$ cat src/rtl/core_pkg.sv
// Shared definitions for the multi-cycle sequencer: FSM state encoding and state count.
package core_pkg;

  typedef enum logic [2:0] {
    S_IDLE,
    S_FETCH,
    S_DECODE,
    S_EXEC,
    S_MEM,
    S_WB,
    S_HALT
  } state_e;

  localparam int unsigned N_STATES = 7;

endpackage

$ cat src/rtl/pc_unit.sv
// Program counter register: loads START_ADDR on launch, otherwise advances by 1 or by
// the sign-extended branch offset, wrapping modulo 2^AW.
module pc_unit #(
  parameter int unsigned       AW         = 8,
  parameter int unsigned       DW         = 8,
  parameter logic [AW-1:0]     START_ADDR = '0
) (
  input  logic          clk,
  input  logic          rst_n,
  input  logic          load,
  input  logic          advance,
  input  logic          branch,
  input  logic          taken,
  input  logic [DW-1:0] offset,
  output logic [AW-1:0] pc
);

  logic [AW+DW-1:0] w_offset_ext;
  logic [AW-1:0]    w_step;
  logic [AW-1:0]    r_pc;

  // Sign-extend past AW so the low AW bits are correct whether DW is narrower or wider.
  assign w_offset_ext = {{AW{offset[DW-1]}}, offset};
  assign w_step       = (branch && taken) ? w_offset_ext[AW-1:0] : AW'(1);

  // NOTE: sequential state uses non-blocking assignments so every register samples
  // pre-edge values, independent of process ordering.
  always_ff @(posedge clk or negedge rst_n) begin
    if (!rst_n) begin
      r_pc <= START_ADDR;
    end else if (load) begin
      r_pc <= START_ADDR;
    end else if (advance) begin
      r_pc <= r_pc + w_step;
    end
  end

  assign pc = r_pc;

endmodule

$ cat src/rtl/mc_core_seq.sv
// Multi-cycle instruction sequencer (FETCH/DECODE/EXEC/MEM/WB) with start/halt control.
// Optional macro PERF_CNT_EN adds cyc_cnt/ret_cnt performance counters.
module mc_core_seq
  import core_pkg::*;
#(
  parameter int unsigned   IW         = 9,
  parameter int unsigned   AW         = 8,
  parameter int unsigned   DW         = 8,
  parameter logic [AW-1:0] START_ADDR = '0
) (
  input  logic          CLK,
  input  logic          RST_N,
  input  logic          start,
  output logic          halt,
  output logic          imem_req,
  output logic [AW-1:0] imem_addr,
  input  logic          imem_valid,
  input  logic [IW-1:0] imem_data,
  output logic [IW-1:0] ir,
  input  logic          dec_halt,
  input  logic          dec_mem,
  input  logic          dec_load,
  input  logic          dec_wr,
  input  logic          dec_branch,
  input  logic          taken,
  input  logic [DW-1:0] rel_jmp,
  output logic          dmem_req,
  output logic          dmem_we,
  input  logic          dmem_ready,
  output logic          reg_write,
  output logic          wb_sel,
  output logic [AW-1:0] pc
`ifdef PERF_CNT_EN
  ,
  output logic [31:0]   cyc_cnt,
  output logic [31:0]   ret_cnt
`endif
);

  state_e        r_state;
  state_e        w_next;
  logic [IW-1:0] r_ir;
  logic          r_br_take;
  logic [DW-1:0] r_offset;
  logic          w_load;
  logic          w_advance;
  logic          w_branch;
  logic [DW-1:0] w_offset;

  // State register
  always_ff @(posedge CLK or negedge RST_N) begin
    if (!RST_N) r_state <= S_IDLE;
    else        r_state <= w_next;
  end

  // Next-state logic
  // NOTE: every always_comb output gets a default first so no path can infer a latch.
  always_comb begin
    w_next = r_state;
    unique case (r_state)
      S_IDLE, S_HALT: if (start)      w_next = S_FETCH;
      S_FETCH:        if (imem_valid) w_next = S_DECODE;
      S_DECODE:       w_next = dec_halt ? S_HALT : S_EXEC;
      S_EXEC:         w_next = dec_mem ? S_MEM : S_FETCH;
      S_MEM:          if (dmem_ready) w_next = dec_load ? S_WB : S_FETCH;
      S_WB:           w_next = S_FETCH;
      default:        w_next = S_IDLE;
    endcase
  end

  // Output logic: handshakes decoded straight from the state register
  always_comb begin
    halt      = 1'b0;
    imem_req  = 1'b0;
    dmem_req  = 1'b0;
    dmem_we   = 1'b0;
    reg_write = 1'b0;
    wb_sel    = 1'b0;
    unique case (r_state)
      S_FETCH: imem_req = 1'b1;
      S_EXEC:  reg_write = dec_wr && !dec_mem;
      S_MEM: begin
        dmem_req = 1'b1;
        dmem_we  = !dec_load;
      end
      S_WB: begin
        reg_write = 1'b1;
        wb_sel    = 1'b1;
      end
      S_HALT:  halt = 1'b1;
      default: ;
    endcase
  end

  // Instruction register plus the branch decision captured in EXEC, so memory
  // instructions update pc later from values that were valid in EXEC.
  always_ff @(posedge CLK or negedge RST_N) begin
    if (!RST_N) begin
      r_ir      <= '0;
      r_br_take <= 1'b0;
      r_offset  <= '0;
    end else begin
      if (r_state == S_FETCH && imem_valid) r_ir <= imem_data;
      if (r_state == S_EXEC) begin
        r_br_take <= dec_branch && taken;
        r_offset  <= rel_jmp;
      end
    end
  end

  assign w_load    = (r_state == S_IDLE || r_state == S_HALT) && start;
  assign w_advance = (r_state == S_EXEC && !dec_mem)
                  || (r_state == S_MEM && dmem_ready && !dec_load)
                  || (r_state == S_WB);
  assign w_branch  = (r_state == S_EXEC) ? (dec_branch && taken) : r_br_take;
  assign w_offset  = (r_state == S_EXEC) ? rel_jmp : r_offset;

  pc_unit #(
    .AW         (AW),
    .DW         (DW),
    .START_ADDR (START_ADDR)
  ) u_pc_unit (
    .clk     (CLK),
    .rst_n   (RST_N),
    .load    (w_load),
    .advance (w_advance),
    .branch  (w_branch),
    .taken   (1'b1),
    .offset  (w_offset),
    .pc      (pc)
  );

  assign imem_addr = pc;
  assign ir        = r_ir;

`ifdef PERF_CNT_EN
  logic [31:0] r_cyc_cnt;
  logic [31:0] r_ret_cnt;

  always_ff @(posedge CLK or negedge RST_N) begin
    if (!RST_N) begin
      r_cyc_cnt <= '0;
      r_ret_cnt <= '0;
    end else if (w_load) begin
      r_cyc_cnt <= '0;
      r_ret_cnt <= '0;
    end else begin
      if (r_state != S_IDLE && r_state != S_HALT) r_cyc_cnt <= r_cyc_cnt + 32'd1;
      if (w_advance)                              r_ret_cnt <= r_ret_cnt + 32'd1;
    end
  end

  assign cyc_cnt = r_cyc_cnt;
  assign ret_cnt = r_ret_cnt;
`endif

endmodule

$ cat config.mk
export PLATFORM = sky130hd
export DESIGN_NAME = mc_core_seq
export DESIGN_NICKNAME = d
export VERILOG_FILES = /design/src/rtl/core_pkg.sv /design/src/rtl/pc_unit.sv /design/src/rtl/mc_core_seq.sv
export SDC_FILE = /design/constraint.sdc
export NUM_CORES = 1
export LEC_CHECK = 0
export ABC_AREA = 1
export BUFFER_PORTS_ARGS = -buffer_cell sky130_fd_sc_hd__buf_4
export CAP_MARGIN = 20
export CORE_AREA = 2 2 68 70
export CTS_BUF_LIST = sky130_fd_sc_hd__clkbuf_4 sky130_fd_sc_hd__clkbuf_8
export DETAILED_ROUTE_END_ITERATION = 12
export DIE_AREA = 0 0 70 72
export PLACE_DENSITY = 0.64
export SYNTH_ARGS = -nofsm -noshare
export SYNTH_HDL_FRONTEND = slang
export SYNTH_SLANG_ARGS = --single-unit
$ cat constraint.sdc
create_clock -name CLK -period 2.3 [get_ports CLK]
set_input_delay 0.115 -clock CLK [delete_from_list [all_inputs] [get_ports CLK]]
set_output_delay 0.115 -clock CLK [all_outputs]
set_load 0.01 [all_outputs]
After elaboration in Yosys (flattened, before gate mapping). Cells that the tools add are included.

Flip-flop bits (word level): 29. Input bits: 28. Output and inout bits: 31. Logic and storage cells: 49.

Add/sub/neg operators: 1. Equal/unequal tests: 9. Muxes and demuxes: 18. Reductions and logical operators: 16.

Operator list (number): 8-bit two-way mux (4); 3-bit two-way mux (6); 3-bit one-hot mux with 6 select lines (1); 3-bit == test, second input constant (3); 8-bit adder (1); 1-bit logical AND (7); 3-bit by 2-bit == test with 1-bit output, second input constant (2); 1-bit two-way mux (6); 2-bit != test, second input constant (3); 3-bit by 1-bit == test with 1-bit output, second input constant (1); 3-bit zero test (1); 1-bit logical OR (3); 3-bit AND reduction (1); 1-bit zero test (2); 1-bit one-hot mux with 2 select lines (1); 2-bit nonzero test (1); 2-bit OR reduction (1).

Logic depth before layout (Yosys ltp).
Depth after elaboration: 7. Gate-level depth with buffers: 17. Depth with buffers taken out: 16.

Cells and area by module. A second synthesis with hierarchy kept.

Cells, all modules: 238. Area total of the unflattened synthesis: 1730.4 um^2.

Modules (own cells, without submodules): mc_core_seq (instances 1, cells an instance 139, area each 1046.0 um^2, sequential area each 525.5 um^2); pc_unit (instances 1, cells an instance 99, area each 684.4 um^2, sequential area each 200.2 um^2).

Worst setup path after synthesis. Ideal clock, no wire load.

Path kind: register -> register. From: register r_state[2]. To: register u_pc_unit.r_pc[7], in the netlist u_pc_unit.pc[7]. Setup time: 0.118 ns. Data arrival time: 1.919 ns. Required time: 2.182 ns. Slack: 0.263 ns. Stages on the path, launching flop included: 14. Buffers on the path: 1. Period minus slack after synthesis: 2.037 ns. Cells stage by stage: dfrtp_1 > inv_2 > nand3_2 > buf_2 > o21ai_1 > inv_1 > nor2_1 > ha_1 > a21oi_1 > nand2_1 > a21oi_1 > nand3_1 > nand3_1 > nand2_1.

Word-level cells in the longest chain between the ends: 6. Elaborated cells on any way between the ends: 19. Those cells by class: add/sub: 1; eq/ne: 4; mux: 5; reduce/logical: 9.

RTL lines: from (decl) (line mc_core_seq.sv:40) `state_e r_state;`; from (signal assigned) (line mc_core_seq.sv:53) `else r_state <= w_next;`; 3-bit by 2-bit == test with 1-bit output (line mc_core_seq.sv:116) `assign w_offset = (r_state == S_EXEC) ? rel_jmp : r_offset;`; 8-bit two-way mux; net u_pc_unit.offset[2] (line pc_unit.sv:14) `input logic [DW-1:0] offset,`; 8-bit two-way mux (line pc_unit.sv:24) `assign w_step = (branch && taken) ? w_offset_ext[AW-1:0] : AW'(1);`; 8-bit adder (line pc_unit.sv:34) `r_pc <= r_pc + w_step;`; 8-bit two-way mux (line pc_unit.sv:33) `end else if (advance) begin`; 8-bit two-way mux (line pc_unit.sv:31) `end else if (load) begin`; to (signal assigned) (line pc_unit.sv:34); to (decl) (line pc_unit.sv:20) `logic [AW-1:0] r_pc;`.

The timed path passes the listed nets, and every way through them passes these cells. The select of a mux whose other input is x is not followed. A chain may end at the register's enable or synchronous reset.

Final worst setup path.
From: register r_state[2]. To: register u_pc_unit.r_pc[6], in the netlist u_pc_unit.pc[6].

Word-level cells in the longest chain between the ends: 6. Elaborated cells on any way between the ends: 19. Those cells by class: add/sub: 1; eq/ne: 4; mux: 5; reduce/logical: 9.

RTL lines (line): 3-bit by 2-bit == test with 1-bit output / 3-bit == test (equally long branches); 8-bit two-way mux (tied with other cells); 8-bit two-way mux / 1-bit logical AND (equally long branches) (pc_unit.sv:24, mc_core_seq.sv:113); 8-bit adder / 1-bit logical OR (equally long branches) (pc_unit.sv:34, mc_core_seq.sv:113); 8-bit two-way mux / 1-bit logical OR (equally long branches) (pc_unit.sv:33, mc_core_seq.sv:114); 8-bit two-way mux / 2-bit nonzero test (equally long branches).

Parallel ways exist; a longest one is shown, timed or not. The select of a mux whose other input is x is not followed.

==> summary.md <==
| Metric | Value |
|---|---|
| Status | `finished clean` |
| DRC | `0` |
| Worst vdd ir | `0.668 mV` |
| Largest net degree at the start of global routing | `30` |
| Vias | `1506` |
| H-tree Lvls | `2` |
| Final setup violation count | `0` |
| Switch share | `40.0%` |
| Leakage | `1.31 nW` |
| Worst Setup Start Kind | `flip-flop` |
| Post-synth net total | `243` |
| Core Area | `4260 sq um` |
| Clock Path Buffers | `2` |
| Antenna-violating nets left | `0` |
| Psw | `1.12 mW` |
| Max-cap violations | `0` |
| Drt wl/cell | `11.5 microns` |
| CTS buffer count | `5` |
| Mean post-synth cell area | `8.15 sq um` |
| Power Internal | `1.69 mW` |
| Slew HR | `75.0%` |
| Vias per cell | `4.65` |
| Die width | `70 microns` |
| Setup TNS | `0 ps` |
| Ratio of total power to cell area | `1190 nW/um^2` |
| Number of global-route vias before repair | `1444` |
| Asr flop ratio synth | `100%` |
| Fin. max-slew vios | `0` |
| Routed WL | `3.72 mm` |
| Final hold violation count | `0` |
| Crit. End Element | `flip-flop` |
| Overall Global Routing Usage | `15.9%` |
| Minimum clock period | `2140 ps` |
| Least-Margin Pin Slew | `375 ps` |
| Initial antenna violation count | `0` |
| Synthesized area | `1690 sq um` |
| First-pass GRT wire length | `6.36 mm` |
| Maximum fanout along the worst path | `10` |
| Initial core utilization | `39.6%` |
| WHS | `43.4 ps` |
| Worst setup margin | `159 ps` |
| Clock Latency Late Sink | `280 ps` |
| Diodes inserted | `0` |
| Post-route insts no fill | `324` |
| GRT overflow | `0` |
| Synthesized flop and latch total | `29` |
| Number of enable flip-flop cells after synthesis | `0` |
| Critical path class | `reg -> reg` |
| Seq/Total Area, Yosys | `43.0%` |
| Dpl cells | `311` |
| Clock Power Share | `16.8%` |
| Row cnt | `24` |
| Period Utilization, post-route | `93.1%` |
| Clock-pin transition on the worst setup and hold timing paths | `70 ps` |
| Pre-CTS WS | `104 ps` |
| Req. time, crit path | `2510 ps` |
| Clk_skew | `6.15 ps` |
| Post-Synthesis Cells | `207` |
| Area after DPL | `2150 sq um` |
| Synth Warn # | `0` |
| Root Driver | `clkbuf_8` |
| Fmax achieved | `0.467 GHz` |
| RD Place Congestion | `0.969` |
| Drt initial violations | `69` |
| Fin area | `2350 sq um` |
| Netlist cell types | `27` |
| Sequential power share | `31.4%` |
| CTS tree | `done` |
| Die area | `5040 sq um` |
| I/O pins | `59` |
| Final net count | `307` |
| Die height | `72 microns` |
| First-pass DRT Iterations | `4` |
| Layout cell share with drive strength beyond 1 | `37.5%` |
| Detail Placement HPWL | `2.82 mm` |
| Port bufs | `58` |
| Worst hold-check path type | `in -> reg` |
| Arrival time worst endpoint | `2350 ps` |
| Combinational fraction of design power | `51.8%` |
| Main flop type after synthesis | `dfrtp_1` |
| Clock sink count | `29` |
| Layout area overhead | `39.6%` |
## synthesized netlist by cell type (all sizes together) (2+ instances only)
cell | instances | area [sq um]
buf | 10 | 70.1
dfrtp | 29 | 726
ha | 7 | 87.6
nand3 | 11 | 72.6
or2 | 3 | 18.8
nand2 | 65 | 254
inv | 26 | 97.6
nand4 | 2 | 12.5
mux2 | 9 | 101
a21oi | 7 | 35.0
xor2 | 2 | 17.5
o21ai | 14 | 70.1
nor2 | 18 | 77.6
## area by class of cell
| cell class | instances | area (sq um) |
|---|---|---|
| clock buffers | 7 | 96.3 |
| clock inverters | 1 | 5.00 |
| fillers | 421 | 1910 |
| inverters | 26 | 100 |
| multi-input cells | 142 | 852 |
| flip-flops and latches | 29 | 727 |
| well taps | 52 | 65.1 |
| repair buffers | 67 | 509 |
## logic make-up (layout without fill, tap and decap cells)
logic type,count (synthesis),in the layout,synth area share [%]
AO/OA/AOI/OAI,23,23,7.42
multiplexers,9,9,6.01
flip-flops,29,29,43.0
AND/OR/NAND/NOR,100,100,26.2
buffers and inverters,36,101,9.94
XOR/XNOR,2,2,1.04
adder cells (fa/ha/maj),8,8,6.38
## cells in the final DEF (no fill, tap or decap), drive strengths merged
| master | instances |
|---|---|
| a21oi | 7 |
| o21a | 1 |
| o211ai | 1 |
| or2 | 3 |
| ha | 7 |
| buf | 66 |
| clkbuf | 7 |
| dfrtp | 29 |
| nand3 | 11 |
| dlygate4sd3 | 1 |
| o21ai | 14 |
| nand2 | 65 |
| xor2 | 2 |
| clkinv | 1 |
| mux2 | 9 |
| nor2 | 18 |
| inv | 26 |
| nand4 | 2 |
| and2 | 1 |
| fa | 1 |
## metrics by stage
step	power, mW	util [%]
after floorplan	1.73	-
after global placement	2.21	50.4
after detailed placement	2.22	50.4
after CTS	2.70	53.0
after global routing	3.04	55.2
final	2.81	55.2
## worst max-delay path, stage by stage, from the launching register on
cell and delay (ps):
dfrtp_1 390, inv_2 120, nand3_2 130, buf_6 170, nand2_1 70, nand3_1 130, ha_1 240, fa_2 370
nand4_1 120, nand3_1 100, nand2_1 70, nand2_1 50, o21ai_1 110
## worst paths after layout
kind	startpoint	endpoint	slack (ps)	depth (start not counted)
worst min register to register	r_offset[2]	r_offset[2]	470	2
max in group asynchronous	RST_N	r_state[0]	1710	2
worst max-delay path	r_state[2]	u_pc_unit.pc[6]	160	12
worst min-delay path	imem_data[4]	ir[4]	40	2
worst max register to register	r_state[2]	u_pc_unit.pc[6]	160	12
min in group asynchronous	RST_N	ir[4]	300	2
## per-layer routing
metal  track usage [%]  routed length, microns
met1              20.7                    1730
met2              26.0                    1760
met3              3.19                     148
met4              7.05                      75
met5                 0                       0
## power by group through the flow
stage	registers (mW)	logic (mW)	clock network [mW]
after floorplan	0.916	0.817	0
after global placement	0.884	1.33	0
final	0.883	1.46	0.471
after global routing	0.912	1.63	0.500
after detailed placement	0.888	1.33	0
after CTS	0.880	1.34	0.480
## flip-flops by register name, indices dropped and copies added, names as in the netlist
| register | count |
|---|---|
| ir | 9 |
| r_offset | 8 |
| u_pc_unit.pc | 8 |
| r_state | 3 |
| r_br_take | 1 |
## what timing repair did
| action | in CTS | in global routing |
|---|---|---|
| setup endpoints to repair | 0 | 5 |
| resized for setup | 0 | 20 |
| hold endpoints to repair | 29 | 0 |
| hold buffers | 1 | 0 |
| buffers inserted | 0 | 4 |
No activity file was read; power rests on OpenSTA's default activity.
